<file path="config.mk">
export PLATFORM = sky130hd
export DESIGN_NAME = mem_access_ctrl
export DESIGN_NICKNAME = d
export VERILOG_FILES = /design/src/rtl/mem_access_ctrl.sv
export SDC_FILE = /design/constraint.sdc
export NUM_CORES = 1
export LEC_CHECK = 0
export CAP_MARGIN = 10
export CORE_AREA = 2 2 136 138
export DETAILED_ROUTE_END_ITERATION = 7
export DIE_AREA = 0 0 138 140
export GPL_ROUTABILITY_DRIVEN = 1
export PLACE_DENSITY_LB_ADDON = 0.15
export SLEW_MARGIN = 20
export SYNTH_ARGS = -nofsm -noshare
export SYNTH_HDL_FRONTEND = slang
export SYNTH_SLANG_ARGS = --single-unit
</file>
<file path="constraint.sdc">
create_clock -name clk -period 2.18 [get_ports clk]
set_input_delay 0.218 -clock clk [delete_from_list [all_inputs] [get_ports clk]]
set_output_delay 0.218 -clock clk [all_outputs]
set_load 0.01 [all_outputs]
</file>
<file path="src/rtl/mem_access_ctrl.sv">
// Load/store sequencer for the word-wide data memory: sub-word read-modify-write, zero-extended loads.
// Optional MEMCTRL_ALIGN_CHECK_EN: misaligned half/word requests finish with an err pulse instead of done.
//
// state | meaning
// IDLE  | waiting for a request
// RD    | waiting out MEM_LAT cycles of read latency
// WR    | one-cycle memory write
// DONE  | completion pulse; a new request may be accepted here
module mem_access_ctrl #(
  parameter int unsigned MEM_LAT = 1
) (
  input  logic        clk,
  input  logic        reset,
  input  logic        start,
  input  logic [1:0]  op,
  input  logic        we,
  input  logic [31:0] addr,
  input  logic [31:0] wdata,
  input  logic [31:0] mem_dout,
  output logic [31:0] mem_addr,
  output logic        mem_wr,
  output logic [31:0] mem_din,
  output logic [31:0] rdata,
  output logic        busy,
  output logic        done
`ifdef MEMCTRL_ALIGN_CHECK_EN
  ,
  output logic        err
`endif
);

  typedef enum logic [1:0] {IDLE, RD, WR, DONE} state_t;

  localparam logic [3:0] LAT_M1 = 4'(MEM_LAT - 1);

  state_t      state;
  logic [3:0]  cnt;
  logic [1:0]  op_q;
  logic        we_q;
  logic [1:0]  lane_q;
  logic [31:0] wdata_q;
  logic        accept;

  assign accept = ((state == IDLE) || (state == DONE)) && start && (op != 2'd0);

`ifdef MEMCTRL_ALIGN_CHECK_EN
  logic misaligned;
  assign misaligned = ((op == 2'd2) && addr[0]) || ((op == 2'd3) && (addr[1:0] != 2'd0));
`endif

  function automatic logic [31:0] load_extract(input logic [1:0] sz, input logic [1:0] lane,
                                               input logic [31:0] w);
    logic [31:0] r;
    r = w;
    case (sz)
      2'd1: begin
        case (lane)
          2'd0:    r = {24'b0, w[7:0]};
          2'd1:    r = {24'b0, w[15:8]};
          2'd2:    r = {24'b0, w[23:16]};
          default: r = {24'b0, w[31:24]};
        endcase
      end
      2'd2:    r = lane[1] ? {16'b0, w[31:16]} : {16'b0, w[15:0]};
      default: r = w;
    endcase
    return r;
  endfunction

  function automatic logic [31:0] store_merge(input logic [1:0] sz, input logic [1:0] lane,
                                              input logic [31:0] w, input logic [31:0] d);
    logic [31:0] r;
    r = w;
    case (sz)
      2'd1: begin
        case (lane)
          2'd0:    r = {w[31:8], d[7:0]};
          2'd1:    r = {w[31:16], d[7:0], w[7:0]};
          2'd2:    r = {w[31:24], d[7:0], w[15:0]};
          default: r = {d[7:0], w[23:0]};
        endcase
      end
      2'd2:    r = lane[1] ? {d[15:0], w[15:0]} : {w[31:16], d[15:0]};
      default: r = d;
    endcase
    return r;
  endfunction

  always_ff @(posedge clk) begin
    if (!reset) begin
      state    <= IDLE;
      cnt      <= 4'd0;
      op_q     <= 2'd0;
      we_q     <= 1'b0;
      lane_q   <= 2'd0;
      wdata_q  <= 32'd0;
      mem_addr <= 32'd0;
      mem_wr   <= 1'b0;
      mem_din  <= 32'd0;
      rdata    <= 32'd0;
      busy     <= 1'b0;
      done     <= 1'b0;
`ifdef MEMCTRL_ALIGN_CHECK_EN
      err      <= 1'b0;
`endif
    end else begin
      mem_wr <= 1'b0;
      done   <= 1'b0;
`ifdef MEMCTRL_ALIGN_CHECK_EN
      err    <= 1'b0;
`endif
      case (state)
        IDLE, DONE: begin
          if (accept) begin
            op_q    <= op;
            we_q    <= we;
            lane_q  <= addr[1:0];
            wdata_q <= wdata;
`ifdef MEMCTRL_ALIGN_CHECK_EN
            if (misaligned) begin
              state <= DONE;
              busy  <= 1'b0;
              err   <= 1'b1;
            end else
`endif
            begin
              mem_addr <= {addr[31:2], 2'b00};
              busy     <= 1'b1;
              // Full-word stores need no read; sub-word stores read first to merge.
              if (we && (op == 2'd3)) begin
                state   <= WR;
                mem_wr  <= 1'b1;
                mem_din <= wdata;
              end else begin
                state <= RD;
                cnt   <= LAT_M1;
              end
            end
          end else begin
            state <= IDLE;
            busy  <= 1'b0;
          end
        end
        RD: begin
          if (cnt != 4'd0) begin
            cnt <= cnt - 4'd1;
          end else if (we_q) begin
            state   <= WR;
            mem_wr  <= 1'b1;
            mem_din <= store_merge(op_q, lane_q, mem_dout, wdata_q);
          end else begin
            state <= DONE;
            busy  <= 1'b0;
            done  <= 1'b1;
            rdata <= load_extract(op_q, lane_q, mem_dout);
          end
        end
        WR: begin
          state <= DONE;
          busy  <= 1'b0;
          done  <= 1'b1;
        end
        default: begin
          state <= IDLE;
          busy  <= 1'b0;
        end
      endcase
    end
  end

endmodule

</file>
==> results of run 1 <==
==> where the power goes <==
group          total, uW  internal (uW)  switching, uW
clock network       3310           2150           1160
registers           3170           2930            247
logic               2910           1320           1600
==> layer usage <==
| layer | track usage [%] | up-vias | wire (microns) |
|---|---|---|---|
| met5 | 0 | - | 0 |
| li1 | - | 3367 | - |
| met4 | 8.65 | 0 | 669 |
| met1 | 32.1 | 3177 | 10900 |
| met2 | 37.8 | 285 | 10800 |
| met3 | 7.28 | 39 | 1870 |
==> registers in the layout, indices dropped and copies added, names as in the netlist <==
register and flops:
we_q 1, lane_q 2, state 2, mem_addr 30
mem_wr 1, done 1, wdata_q 32, op_q 2
busy 1, rdata 32, mem_din 32, cnt 4
==> worst max-delay path: stages, from the launching register on <==
cell	delay, ps
dfxtp_1	320
inv_1	70
ha_1	210
or3b_1	400
a22o_2	320
or3b_4	510
o21ai_0	190
==> cell usage in the layout, fill, tap and decap left out, drive strengths merged, types with 16 or more instances in the layout <==
master         instances
a211oi                16
a21boi                85
a21oi                 27
a221oi                16
and3                  17
buf                   35
clkbuf                22
clkdlybuf4s50        197
dfxtp                140
inv                   26
mux2i                 36
nand2                172
nand3                 19
o211ai                41
o21ai                 47
o221a                 24
o41ai                 16
==> worst max-delay path by stage <==
| stage | from | endpoint | slack [ps] | cells after the start |
|---|---|---|---|---|
| 2_1_floorplan | state[0] | mem_din[10] | 250 | 8 |
| 3_3_place_gp | state[1] | mem_din[19] | 90 | 7 |
| 3_5_place_dp | state[1] | mem_din[17] | 40 | 7 |
| 4_1_cts | state[1] | mem_din[16] | 40 | 7 |
| 5_1_grt | op_q[0] | mem_din[11] | -130 | 6 |
| 6_report | cnt[0] | mem_din[20] | 80 | 6 |
==> what timing repair did <==
item	in CTS	in global routing
buffers inserted	0	0
endpoints found under the setup margin	0	42
endpoints found under the hold margin	0	0
gates resized for setup	0	7
==> stage by stage <==
step,power [uW],worst slack [ps],instances,util (%)
CTS,9390,36.2,1248,55.8
finish,9400,75.4,1249,55.9
global placement,6050,90.2,1216,52.0
global route,9830,-129,1249,55.9
floorplan,4690,253,837,-
detailed placement,6070,36.0,1216,52.0
==> area by class of cell <==
type / instances / area, sq um
clock inverter: 10 / 184
timing repair buffer: 232 / 2280
multi-input combinational: 590 / 3800
fill: 1640 / 7840
clock buffer: 22 / 484
sequential: 140 / 2800
tap: 229 / 287
inverter: 26 / 97.6
==> logic make-up after synthesis <==
logic type                 after synthesis
AOI/OAI and AO/OA                      289
and+or+nand+nor                        249
DFF                                    140
buffers and inverters                  108
muxes                                   44
adders and majority gates                5
other                                    1
==> flow_summary.toml, run 1 <==
[power]
power_density_nw_per_um2 = 946
vdd_drop_max_mv = 0.637
p_leak_uw = 0.00364

[clocking]
cts_max_path_buffers = 2
insertion_delay_ps = 420
clockRootBuffer = "clkbuf_16"
cts_sinks = 140
cts_tree = "built"
htreeDepth = 4
cts_hold_buffers = 0
cts_buffers = 17
clkSlewWorstSetupHoldPaths_ps = 60

[hold_path]
hp-start = "reset"
holdCritPathClass = "primary input to flip-flop"
min_to = "wdata_q[8]"
holdPathStages = 2

[flow_run]
drv_cap = 0

[timing]
hold_viol = 0
max_slew_margin_pct = 58.6
hold-worst-slack_ps = 237
setup_viol = 0
period_needed_ps = 2100
clock.fmax_mhz = 475
period_share_pct = 96.5
grt_setup_unrepaired = "yes"
slew_viol_final = 0
setup_tns_ps = 0
finalClockSkew_ps = 6.80
worstMarginPinSlew_ps = 621

[die]
io_pins = 201
fp.coreArea_sq_um = 17800
start_util_pct = 39.4
die_w_microns = 138
die_h_microns = 140
rows = 49
fp.dieArea_sq_um = 19300

[placed_design]
placed_area_sq_um = 9250
gp_congestion = 0.905
place.port_buffers = 198
dpl.hpwl_microns = 16900

[worst_setup_path]
r2r-start = "cnt[0]"
r2r_cells = 6
worstSetupStartpointType = "flip-flop"
crit_fanout = 10
path_class = "flip-flop to flip-flop"
required_ps = 2520
arrival_ps = 2450
cp-end-kind = "flip-flop"
reg2reg_to = "mem_din[20]"
r2r_slack_ps = 80

[synth]
synth_flop_cell = "dfxtp_1"
syn_area_sq_um = 7000
synthAdderAreaFrac_pct = 0.893
muxShareOfSynthArea_pct = 6.43
ys_top_cells_by_count = "172 x nand2_1, 140 x dfxtp_1, 85 x a21boi_0, 63 x clkbuf_1, 41 x o211ai_1"
ys_types = 47
yosys.area_share.simple_pct = 15.8
synth.most_common_cell = "nand2_1"
ys_top_cells_by_area = "dfxtp_1 40%, nand2_1 9.2%, a21boi_0 9.1%, mux2i_1 5.1%, o211ai_1 4.4%"
ys_async_sr_fraction_pct = 0
synth_xor_area_share_pct = 0
synth_compound_area_share_pct = 30.6
yosysWarnings = 0
synth-edff-count = 0
synth_top_family_by_area = "compound AO/OA/AOI/OAI gates"
yosysTopAreaCell = "dfxtp_1"
synth_seq_cells = 140
synth_seq_area_share_pct = 40.0
syn_area_per_cell_sq_um = 8.38
yosysTopAreaCellShare_pct = 40.0
synthCells = 836

[global_routing]
grt_overflow_total = 0
antenna_found_initial = 0
grt_pass1_wl_microns = 37300
grt_usage_pct = 24.3
grt_pass1_vias = 6541
grt_max_degree = 67

[finish]
n_antenna_cell = 0
fin_nets = 1114
area_growth_pct = 41.9
layout-drive-gt1-share_pct = 10.8
final_cell_area_sq_um = 9940

[routing]
drc_errors = 0
ant_nets = 0
drt-total-wl_microns = 24200
routed_via_density = 5.50
vias = 6868
drt_iter0_markers = 689
wl_per_cell_microns = 19.3
drt_first_pass_iters = 5

[outcome]
status = "finished, final reports clean"
No activity file was read; power rests on OpenSTA's default activity.
==> inputs of run 2 (changes only) <==
--- a/config.mk
+++ b/config.mk
@@ -9,7 +9,6 @@
 export CORE_AREA = 2 2 136 138
 export DETAILED_ROUTE_END_ITERATION = 7
 export DIE_AREA = 0 0 138 140
-export GPL_ROUTABILITY_DRIVEN = 1
 export PLACE_DENSITY_LB_ADDON = 0.15
 export SLEW_MARGIN = 20
 export SYNTH_ARGS = -nofsm -noshare
==> results of run 2 <==
Same layout as run 1: the final DEF is identical, and so are final timing and power.
